## src/rtl/trace_trig_pkg.sv

```systemverilog
// ---------------------------------------------------------------------------
// trace_trig_pkg
// Shared definitions for the trace trigger sequencer:
//   - trig_state_t : sequencer state encoding
//   - DEF_MASK_SLICE_W   : default width of one per-step source mask slice
//   - DEF_WINDOW_SLICE_W : default width of one per-step window slice
//   - DEF_STEPS          : default maximum sequence depth
//   - slice_lo()         : low bit index of slice k in a flattened bus
// ---------------------------------------------------------------------------
package trace_trig_pkg;

  typedef enum logic [2:0] {
    ST_IDLE  = 3'd0,
    ST_WAIT  = 3'd1,
    ST_DELAY = 3'd2,
    ST_PULSE = 3'd3,
    ST_DONE  = 3'd4
  } trig_state_t;

  localparam int DEF_MASK_SLICE_W   = 8;
  localparam int DEF_WINDOW_SLICE_W = 16;
  localparam int DEF_STEPS          = 4;

  // Per-step configuration is packed as consecutive equal-width slices,
  // step 0 in the least significant bits.
  function automatic int slice_lo(input int idx, input int width);
    return idx * width;
  endfunction

endpackage

```

## src/rtl/trig_pulse_timer.sv

```systemverilog
// ---------------------------------------------------------------------------
// trig_pulse_timer
// Loadable down-counter with a zero flag. The sequencer reuses one instance
// for both the post-match delay and the output pulse length.
//
// Ports:
//   fe_clk      in  clock, rising edge
//   reset_n     in  asynchronous active-low reset (count cleared)
//   load        in  load load_value this cycle (wins over dec)
//   load_value  in  value to load
//   dec         in  decrement by one; holds once zero
//   zero        out count is zero
// ---------------------------------------------------------------------------
module trig_pulse_timer #(
  parameter int pCOUNT_WIDTH = 16
) (
  input  logic                    fe_clk,
  input  logic                    reset_n,
  input  logic                    load,
  input  logic [pCOUNT_WIDTH-1:0] load_value,
  input  logic                    dec,
  output logic                    zero
);

  localparam logic [pCOUNT_WIDTH-1:0] CNT_ONE = 1;

  logic [pCOUNT_WIDTH-1:0] count;

  // A load always takes precedence so the sequencer can reload the timer on
  // the same edge it finishes the delay phase. Decrementing saturates at zero
  // so a stray dec never wraps the counter.
  always_ff @(posedge fe_clk or negedge reset_n) begin
    if (!reset_n) begin
      count <= '0;
    end else if (load) begin
      count <= load_value;
    end else if (dec && !zero) begin
      count <= count - CNT_ONE;
    end
  end

  assign zero = (count == '0);

endmodule

```

## src/rtl/trace_trig_sequencer.sv

```systemverilog
// ---------------------------------------------------------------------------
// trace_trig_sequencer
// Multi-step trigger sequencer. Once armed it walks through up to pSTEPS
// match steps; each step matches when any source enabled in that step's
// mask pulses. After the final step it waits I_delay cycles and then drives
// a registered trigger pulse of max(I_width,1) cycles.
//
// Optional feature macro: TRIG_SEQ_TIMEOUT_EN
//   When defined, the I_window port exists and each step has a timeout; a
//   step that sees no match within window[step] cycles sends the sequence
//   back to step 0 (window 0 disables the timeout for that step).
//
// Ports:
//   fe_clk       in  clock, rising edge
//   reset_n      in  asynchronous active-low reset
//   I_arm        in  level arm request
//   I_source     in  trigger source pulses
//   I_step_mask  in  per-step source OR-masks, step k in slice k
//   I_num_steps  in  active step count (0 treated as 1, clamped to pSTEPS)
//   I_delay      in  cycles between final match and pulse
//   I_width      in  pulse length (0 treated as 1)
//   I_window     in  per-step timeout (TRIG_SEQ_TIMEOUT_EN only)
//   O_trig_out   out registered trigger pulse
//   O_armed      out high in WAIT and DELAY
//   O_capturing  out high in PULSE
//   O_done       out high in DONE
//   O_step       out current step index
// ---------------------------------------------------------------------------
module trace_trig_sequencer
  import trace_trig_pkg::*;
#(
  parameter int pNUM_SOURCES = DEF_MASK_SLICE_W,
  parameter int pSTEPS       = DEF_STEPS,
  parameter int pCOUNT_WIDTH = DEF_WINDOW_SLICE_W
) (
  input  logic                             fe_clk,
  input  logic                             reset_n,
  input  logic                             I_arm,
  input  logic [pNUM_SOURCES-1:0]          I_source,
  input  logic [pSTEPS*pNUM_SOURCES-1:0]   I_step_mask,
  input  logic [$clog2(pSTEPS):0]          I_num_steps,
  input  logic [pCOUNT_WIDTH-1:0]          I_delay,
  input  logic [pCOUNT_WIDTH-1:0]          I_width,
`ifdef TRIG_SEQ_TIMEOUT_EN
  input  logic [pSTEPS*pCOUNT_WIDTH-1:0]   I_window,
`endif
  output logic                             O_trig_out,
  output logic                             O_armed,
  output logic                             O_capturing,
  output logic                             O_done,
  output logic [$clog2(pSTEPS)-1:0]        O_step
);

  localparam int STEP_W = $clog2(pSTEPS);
  localparam logic [STEP_W-1:0]       STEP_ONE = 1;
  localparam logic [pCOUNT_WIDTH-1:0] CNT_ONE  = 1;

  trig_state_t             state;
  trig_state_t             next_state;
  logic [STEP_W-1:0]       step;
  logic [STEP_W-1:0]       step_next;
  logic [STEP_W-1:0]       final_step;
  logic [pNUM_SOURCES-1:0] cur_mask;
  logic                    step_match;
  logic                    trig_q;
  logic                    timer_load;
  logic [pCOUNT_WIDTH-1:0] timer_value;
  logic                    timer_dec;
  logic                    timer_zero;
  logic [pCOUNT_WIDTH-1:0] delay_load;
  logic [pCOUNT_WIDTH-1:0] width_load;

  // The last step index is the programmed step count clamped into 1..pSTEPS,
  // minus one, so a zero or oversized count still gives a usable sequence.
  always_comb begin
    final_step = '0;
    if (I_num_steps == '0) begin
      final_step = '0;
    end else if (int'(I_num_steps) >= pSTEPS) begin
      final_step = STEP_W'(pSTEPS - 1);
    end else begin
      final_step = STEP_W'(I_num_steps - 1'b1);
    end
  end

  // Pick out the mask slice for the current step. An all-zero slice can never
  // produce a match, which is how a step is effectively disabled.
  always_comb begin
    cur_mask = '0;
    for (int k = 0; k < pSTEPS; k++) begin
      if (int'(step) == k) begin
        cur_mask = I_step_mask[slice_lo(k, pNUM_SOURCES) +: pNUM_SOURCES];
      end
    end
  end

  assign step_match = |(I_source & cur_mask);

  // The timer is loaded with length-1 because the cycle spent at zero is
  // itself the last cycle of the phase. A zero width still yields one cycle.
  assign delay_load = I_delay - CNT_ONE;
  assign width_load = (I_width == '0) ? '0 : (I_width - CNT_ONE);

`ifdef TRIG_SEQ_TIMEOUT_EN
  logic [pCOUNT_WIDTH-1:0] cur_window;
  logic [pCOUNT_WIDTH-1:0] win_cnt;
  logic                    win_expired;

  // Window slice for the current step, same packing as the masks.
  always_comb begin
    cur_window = '0;
    for (int k = 0; k < pSTEPS; k++) begin
      if (int'(step) == k) begin
        cur_window = I_window[slice_lo(k, pCOUNT_WIDTH) +: pCOUNT_WIDTH];
      end
    end
  end

  assign win_expired = (state == ST_WAIT) && (cur_window != '0) &&
                       (win_cnt == (cur_window - CNT_ONE));

  // Counts unmatched cycles spent on the current step. It restarts whenever
  // the step changes (match or timeout) and is idle outside WAIT.
  always_ff @(posedge fe_clk or negedge reset_n) begin
    if (!reset_n) begin
      win_cnt <= '0;
    end else if ((state != ST_WAIT) || step_match || win_expired) begin
      win_cnt <= '0;
    end else begin
      win_cnt <= win_cnt + CNT_ONE;
    end
  end
`endif

  // State register.
  always_ff @(posedge fe_clk or negedge reset_n) begin
    if (!reset_n) begin
      state <= ST_IDLE;
    end else begin
      state <= next_state;
    end
  end

  // Next-state, step and timer control, plus the state-decoded status
  // outputs. Dropping I_arm aborts while still waiting or delaying, but a
  // pulse that has started always runs to its full width. A match on the
  // same cycle as a timeout wins, since the timeout branch is only reached
  // when there is no match.
  always_comb begin
    next_state  = state;
    step_next   = step;
    timer_load  = 1'b0;
    timer_value = '0;
    timer_dec   = 1'b0;
    O_armed     = 1'b0;
    O_capturing = 1'b0;
    O_done      = 1'b0;

    case (state)
      ST_IDLE: begin
        step_next = '0;
        if (I_arm) begin
          next_state = ST_WAIT;
        end
      end

      ST_WAIT: begin
        O_armed = 1'b1;
        if (!I_arm) begin
          next_state = ST_IDLE;
          step_next  = '0;
        end else if (step_match) begin
          if (step >= final_step) begin
            timer_load = 1'b1;
            if (I_delay == '0) begin
              next_state  = ST_PULSE;
              timer_value = width_load;
            end else begin
              next_state  = ST_DELAY;
              timer_value = delay_load;
            end
          end else begin
            step_next = step + STEP_ONE;
          end
        end
`ifdef TRIG_SEQ_TIMEOUT_EN
        else if (win_expired) begin
          step_next = '0;
        end
`endif
      end

      ST_DELAY: begin
        O_armed = 1'b1;
        if (!I_arm) begin
          next_state = ST_IDLE;
          step_next  = '0;
        end else if (timer_zero) begin
          next_state  = ST_PULSE;
          timer_load  = 1'b1;
          timer_value = width_load;
        end else begin
          timer_dec = 1'b1;
        end
      end

      ST_PULSE: begin
        O_capturing = 1'b1;
        if (timer_zero) begin
          next_state = ST_DONE;
        end else begin
          timer_dec = 1'b1;
        end
      end

      ST_DONE: begin
        O_done = 1'b1;
        if (!I_arm) begin
          next_state = ST_IDLE;
          step_next  = '0;
        end
      end

      default: begin
        next_state = ST_IDLE;
        step_next  = '0;
      end
    endcase
  end

  // Step index and the trigger output. The trigger follows the PULSE state
  // one cycle later, which gives the one-cycle gap between the final match
  // and the first high cycle even with zero delay.
  always_ff @(posedge fe_clk or negedge reset_n) begin
    if (!reset_n) begin
      step   <= '0;
      trig_q <= 1'b0;
    end else begin
      step   <= step_next;
      trig_q <= (state == ST_PULSE);
    end
  end

  trig_pulse_timer #(
    .pCOUNT_WIDTH(pCOUNT_WIDTH)
  ) u_timer (
    .fe_clk    (fe_clk),
    .reset_n   (reset_n),
    .load      (timer_load),
    .load_value(timer_value),
    .dec       (timer_dec),
    .zero      (timer_zero)
  );

  assign O_trig_out = trig_q;
  assign O_step     = step;

endmodule

```

## config.mk

```make
export PLATFORM = sky130hd
export DESIGN_NAME = trace_trig_sequencer
export DESIGN_NICKNAME = d
export VERILOG_FILES = /design/src/rtl/trace_trig_pkg.sv /design/src/rtl/trig_pulse_timer.sv /design/src/rtl/trace_trig_sequencer.sv
export SDC_FILE = /design/constraint.sdc
export NUM_CORES = 1
export LEC_CHECK = 0
export ABC_AREA = 1
export BUFFER_PORTS_ARGS = -buffer_cell sky130_fd_sc_hd__buf_4
export CAP_MARGIN = 20
export CORE_UTILIZATION = 45
export DETAILED_ROUTE_END_ITERATION = 6
export GPL_TIMING_DRIVEN = 0
export HOLD_SLACK_MARGIN = 0.1
export MAX_ROUTING_LAYER = met4
export PLACE_DENSITY = 0.8
export SYNTH_ARGS = -nofsm -noshare
export SYNTH_HDL_FRONTEND = slang
export SYNTH_SLANG_ARGS = --single-unit
```

## constraint.sdc

```tcl
create_clock -name fe_clk -period 3 [get_ports fe_clk]
set_input_delay 0.3 -clock fe_clk [delete_from_list [all_inputs] [get_ports fe_clk]]
set_output_delay 0.3 -clock fe_clk [all_outputs]
set_load 0.005 [all_outputs]
```

==> results.sh <==
export IMPL_syn_to_final_growth_pct=24.1
export IMPL_initialDrtViolationCount=201
export IMPL_ys_ff_latch=22
export IMPL_num_antenna_cells=0
export IMPL_grt_setup_unrepaired="no"
export IMPL_dieArea_um2=7850
export IMPL_seq_area_frac_synth_pct=16.3
export IMPL_slowest_stage="dfrtp_1"
export IMPL_grt_usage_pct=26.4
export IMPL_finalWirelength_um=9490
export IMPL_syn_avg_cell_area_um2=5.41
export IMPL_dpl_hpwl_um=7810
export IMPL_layout_min_cycle_time_ns=2.31
export IMPL_status="finished clean"
export IMPL_vias_per_cell=4.90
export IMPL_cts_sinks=22
export IMPL_cap_violations=0
export IMPL_drt_wirelength_per_cell_um=11.7
export IMPL_tns_ns=0
export IMPL_internal_power_w=0.00116
export IMPL_p_seq_share_pct=22.7
export IMPL_worst_pin_slew_ns=0.483
export IMPL_overflow=0
export IMPL_maxSlewHeadroom_pct=67.5
export IMPL_cp_common_cell="nand2_1"
export IMPL_syn_num_nets=711
export IMPL_min_to="state[2]"
export IMPL_drt_met1_wl_um=4400
export IMPL_cp_cell_sequence="inv_1, ha_1, buf_2, inv_2, nand3_1, nand2_1, nand2_1, nand2_1, nor2_2, nand2_4, nand2_4, buf_4, nor2_1, nor2_1, nand2_1, nand2_1, nand2_1"
export IMPL_final_util_pct=57.7
export IMPL_cts_tree="yes"
export IMPL_cp_data_required_time_ns=3.16
export IMPL_dp_cells=805
export IMPL_cp_top_family="simple AND/OR/NAND/NOR gates"
export IMPL_hold_violations=0
export IMPL_grt_pass1_vias=3676
export IMPL_drive_above_1_share_pct=18.0
export IMPL_grt_pass1_wl_um=16100
export IMPL_first_pass_iters=4
export IMPL_core_area_um2=7250
export IMPL_regToRegSetupSlack_ns=0.69
export IMPL_die_y_um=88.6
export IMPL_place_congestion=0.900
export IMPL_cts_root_to_sink_buffers=2
export IMPL_clock_power_share_pct=9.3
export IMPL_clk_pin_slew_ns=0.09
export IMPL_fmax_mhz=433
export IMPL_p_sw_share_pct=50.8
export IMPL_wl_met2_um=4640
export IMPL_clock_root_buffer="clkbuf_8"
export IMPL_start_kind="flip-flop"
export IMPL_clk_latency_ns=0.26
export IMPL_r2r_end="u_timer.count[9]"
export IMPL_synthDistinctLibCells=34
export IMPL_drc=0
export IMPL_initial_core_util_pct=46.5
export IMPL_routed_top_layer="met4"
export IMPL_fin_skew_ns=0.00420
export IMPL_total_power_w=0.00235
export IMPL_end_kind="flip-flop"
export IMPL_p_leak_nw=2.38
export IMPL_htreeDepth=1
export IMPL_vias=3967
export IMPL_syn_inst=623
export IMPL_ir_worst_vdd_uv=272
export IMPL_hold_path_class="input port to flip-flop"
export IMPL_power_density_nw_per_um2=562
export IMPL_min_from="I_arm"
export IMPL_fin_cells=810
export IMPL_p_comb_share_pct=67.9
export IMPL_critical_path_class="flip-flop to flip-flop"
export IMPL_rows=31
export IMPL_ant_nets=0
export IMPL_setup_viol=0
export IMPL_crit_arrival_ns=2.47
export IMPL_whs_ns=0.339
export IMPL_antenna_found_initial=0
export IMPL_ff2ff_path_depth=17
export IMPL_hold_depth=3
export IMPL_grt_max_degree=23
export IMPL_timing_final_crit_share_pct=77.1
export IMPL_post_cts_setup_buffer_count=0
export IMPL_synthArstFlopShare_pct=100
export IMPL_crit_buf_inv=4
export IMPL_numCtsBuffers=3
export IMPL_die_w_um=88.6
export IMPL_port_buffers=83
export IMPL_yosys_warnings=0
export IMPL_p_sw_w=0.00119
export IMPL_syn_area_um2=3370
export IMPL_synth_edf_count=0
export IMPL_crit_path_max_incr_delay_ns=0.42
export IMPL_cp_max_fo=10
export IMPL_wl_met3_um=334
export IMPL_layout_nets=800
export IMPL_synthFlopType="dfrtp_1"
export IMPL_timing_rr_start="O_step[0]"
export IMPL_pin_count=84
export IMPL_slew_violations=0
-- synth_stat cells, types with 2 or more instances --
| library cell | n | area (µm²) |
|---|---|---|
| nor3_2 | 2 | 20.0 |
| nand2_4 | 3 | 33.8 |
| o21ai_0 | 13 | 65.1 |
| buf_6 | 5 | 56.3 |
| o21ai_1 | 5 | 25.0 |
| nand4_1 | 13 | 81.3 |
| nor2_1 | 81 | 304 |
| inv_1 | 101 | 379 |
| ha_1 | 10 | 125 |
| buf_4 | 2 | 15.0 |
| a21boi_0 | 2 | 15.0 |
| a21oi_1 | 14 | 70.1 |
| dfrtp_1 | 22 | 551 |
| a31oi_1 | 2 | 12.5 |
| buf_2 | 6 | 30.0 |
| nor2_2 | 5 | 31.3 |
| nand3_2 | 2 | 20.0 |
| nor2_4 | 2 | 22.5 |
| nor3_1 | 6 | 30.0 |
| nand2_1 | 215 | 807 |
| xnor2_1 | 6 | 52.6 |
| o21bai_1 | 5 | 37.5 |
| nand2_2 | 2 | 12.5 |
| nand3_1 | 64 | 320 |
| a21boi_1 | 6 | 45.0 |
| xor2_1 | 12 | 105 |
| inv_2 | 9 | 33.8 |
| nor4_1 | 2 | 12.5 |
-- cells by family after synthesis --
family / count (synthesis) / share of synthesized area (%)
and+or+nand+nor: 400 / 51.4
buffers and inverters: 124 / 15.4
AOI/OAI and AO/OA: 49 / 8.49
DFF: 22 / 16.3
xor gates and xnor gates: 18 / 4.67
adders and majority gates: 10 / 3.71
-- worst max path at each step --
| stage | from | to | slack, ns | depth (start not counted) |
|---|---|---|---|---|
| after floorplan | O_step[0] | u_timer.count[4] | 1.0 | 17 |
| after global placement | O_step[0] | u_timer.count[9] | 0.75 | 17 |
| after detailed placement | O_step[0] | u_timer.count[10] | 0.73 | 17 |
| after CTS | O_step[0] | u_timer.count[9] | 0.71 | 17 |
| after global routing | O_step[0] | u_timer.count[9] | 0.39 | 17 |
| final | O_step[0] | u_timer.count[9] | 0.69 | 17 |
-- per-stage QoR --
step           cell area, µm²  setup slack [ns]
6_report                 4190             0.688
5_1_grt                  4190             0.389
4_1_cts                  4190             0.708
3_5_place_dp             4120             0.726
3_3_place_gp             4120             0.749
2_1_floorplan            3370             0.999
-- cell usage in the layout (no fill, tap or decap), drive strengths merged --
cell type and count:
a21boi 8, a21oi 14, a31oi 2, buf 96, clkbuf 4, dfrtp 22, dlygate4sd3 1, ha 10
inv 111, nand2 220, nand3 66, nand3b 1, nand4 13, nor2 88, nor3 8, nor3b 2
nor4 2, o2111ai 1, o211ai 1, o21ai 18, o21bai 5, xnor2 6, xor2 12
-- layer usage --
metal / global-route usage [%] / vias up
li1: - / 2103
met1: 33.5 / 1772
met2: 45.9 / 84
met3: 1.68 / 8
met4: 6.16 / 0
met5: - / -
-- power groups by stage --
stage | combinational (W) | clock [W] | sequential, W
6_report | 0.00160 | 0.000219 | 0.000534
3_3_place_gp | 0.00155 | 0 | 0.000536
5_1_grt | 0.00183 | 0.000232 | 0.000553
2_1_floorplan | 0.00118 | 0 | 0.000516
3_5_place_dp | 0.00159 | 0 | 0.000537
4_1_cts | 0.00160 | 0.000225 | 0.000533
-- worst min-delay path, cell delays in order --
cell     delay, ns
buf_4         0.09
nand2_1       0.08
o21ai_1       0.09
-- flip-flops by register name (all words and copies together), names as in the netlist --
register / flops
state: 3
O_step: 2
O_trig_out: 1
u_timer.count: 16
-- area by class of cell --
| type | count | area, µm² |
|---|---|---|
| buffer | 13 | 101 |
| clock buffer | 4 | 55.1 |
| fill | 748 | 3070 |
| inverter | 111 | 419 |
| multi-input combinational | 477 | 2300 |
| sequential | 22 | 551 |
| tap | 99 | 124 |
| timing repair buffer | 84 | 633 |
-- repair_timing --
action	4_1_cts	5_1_grt
hold buffers	1	0
hold endpoints to repair	22	0
resized for setup	0	0
Note: power is estimated with default switching activity, not from simulation.
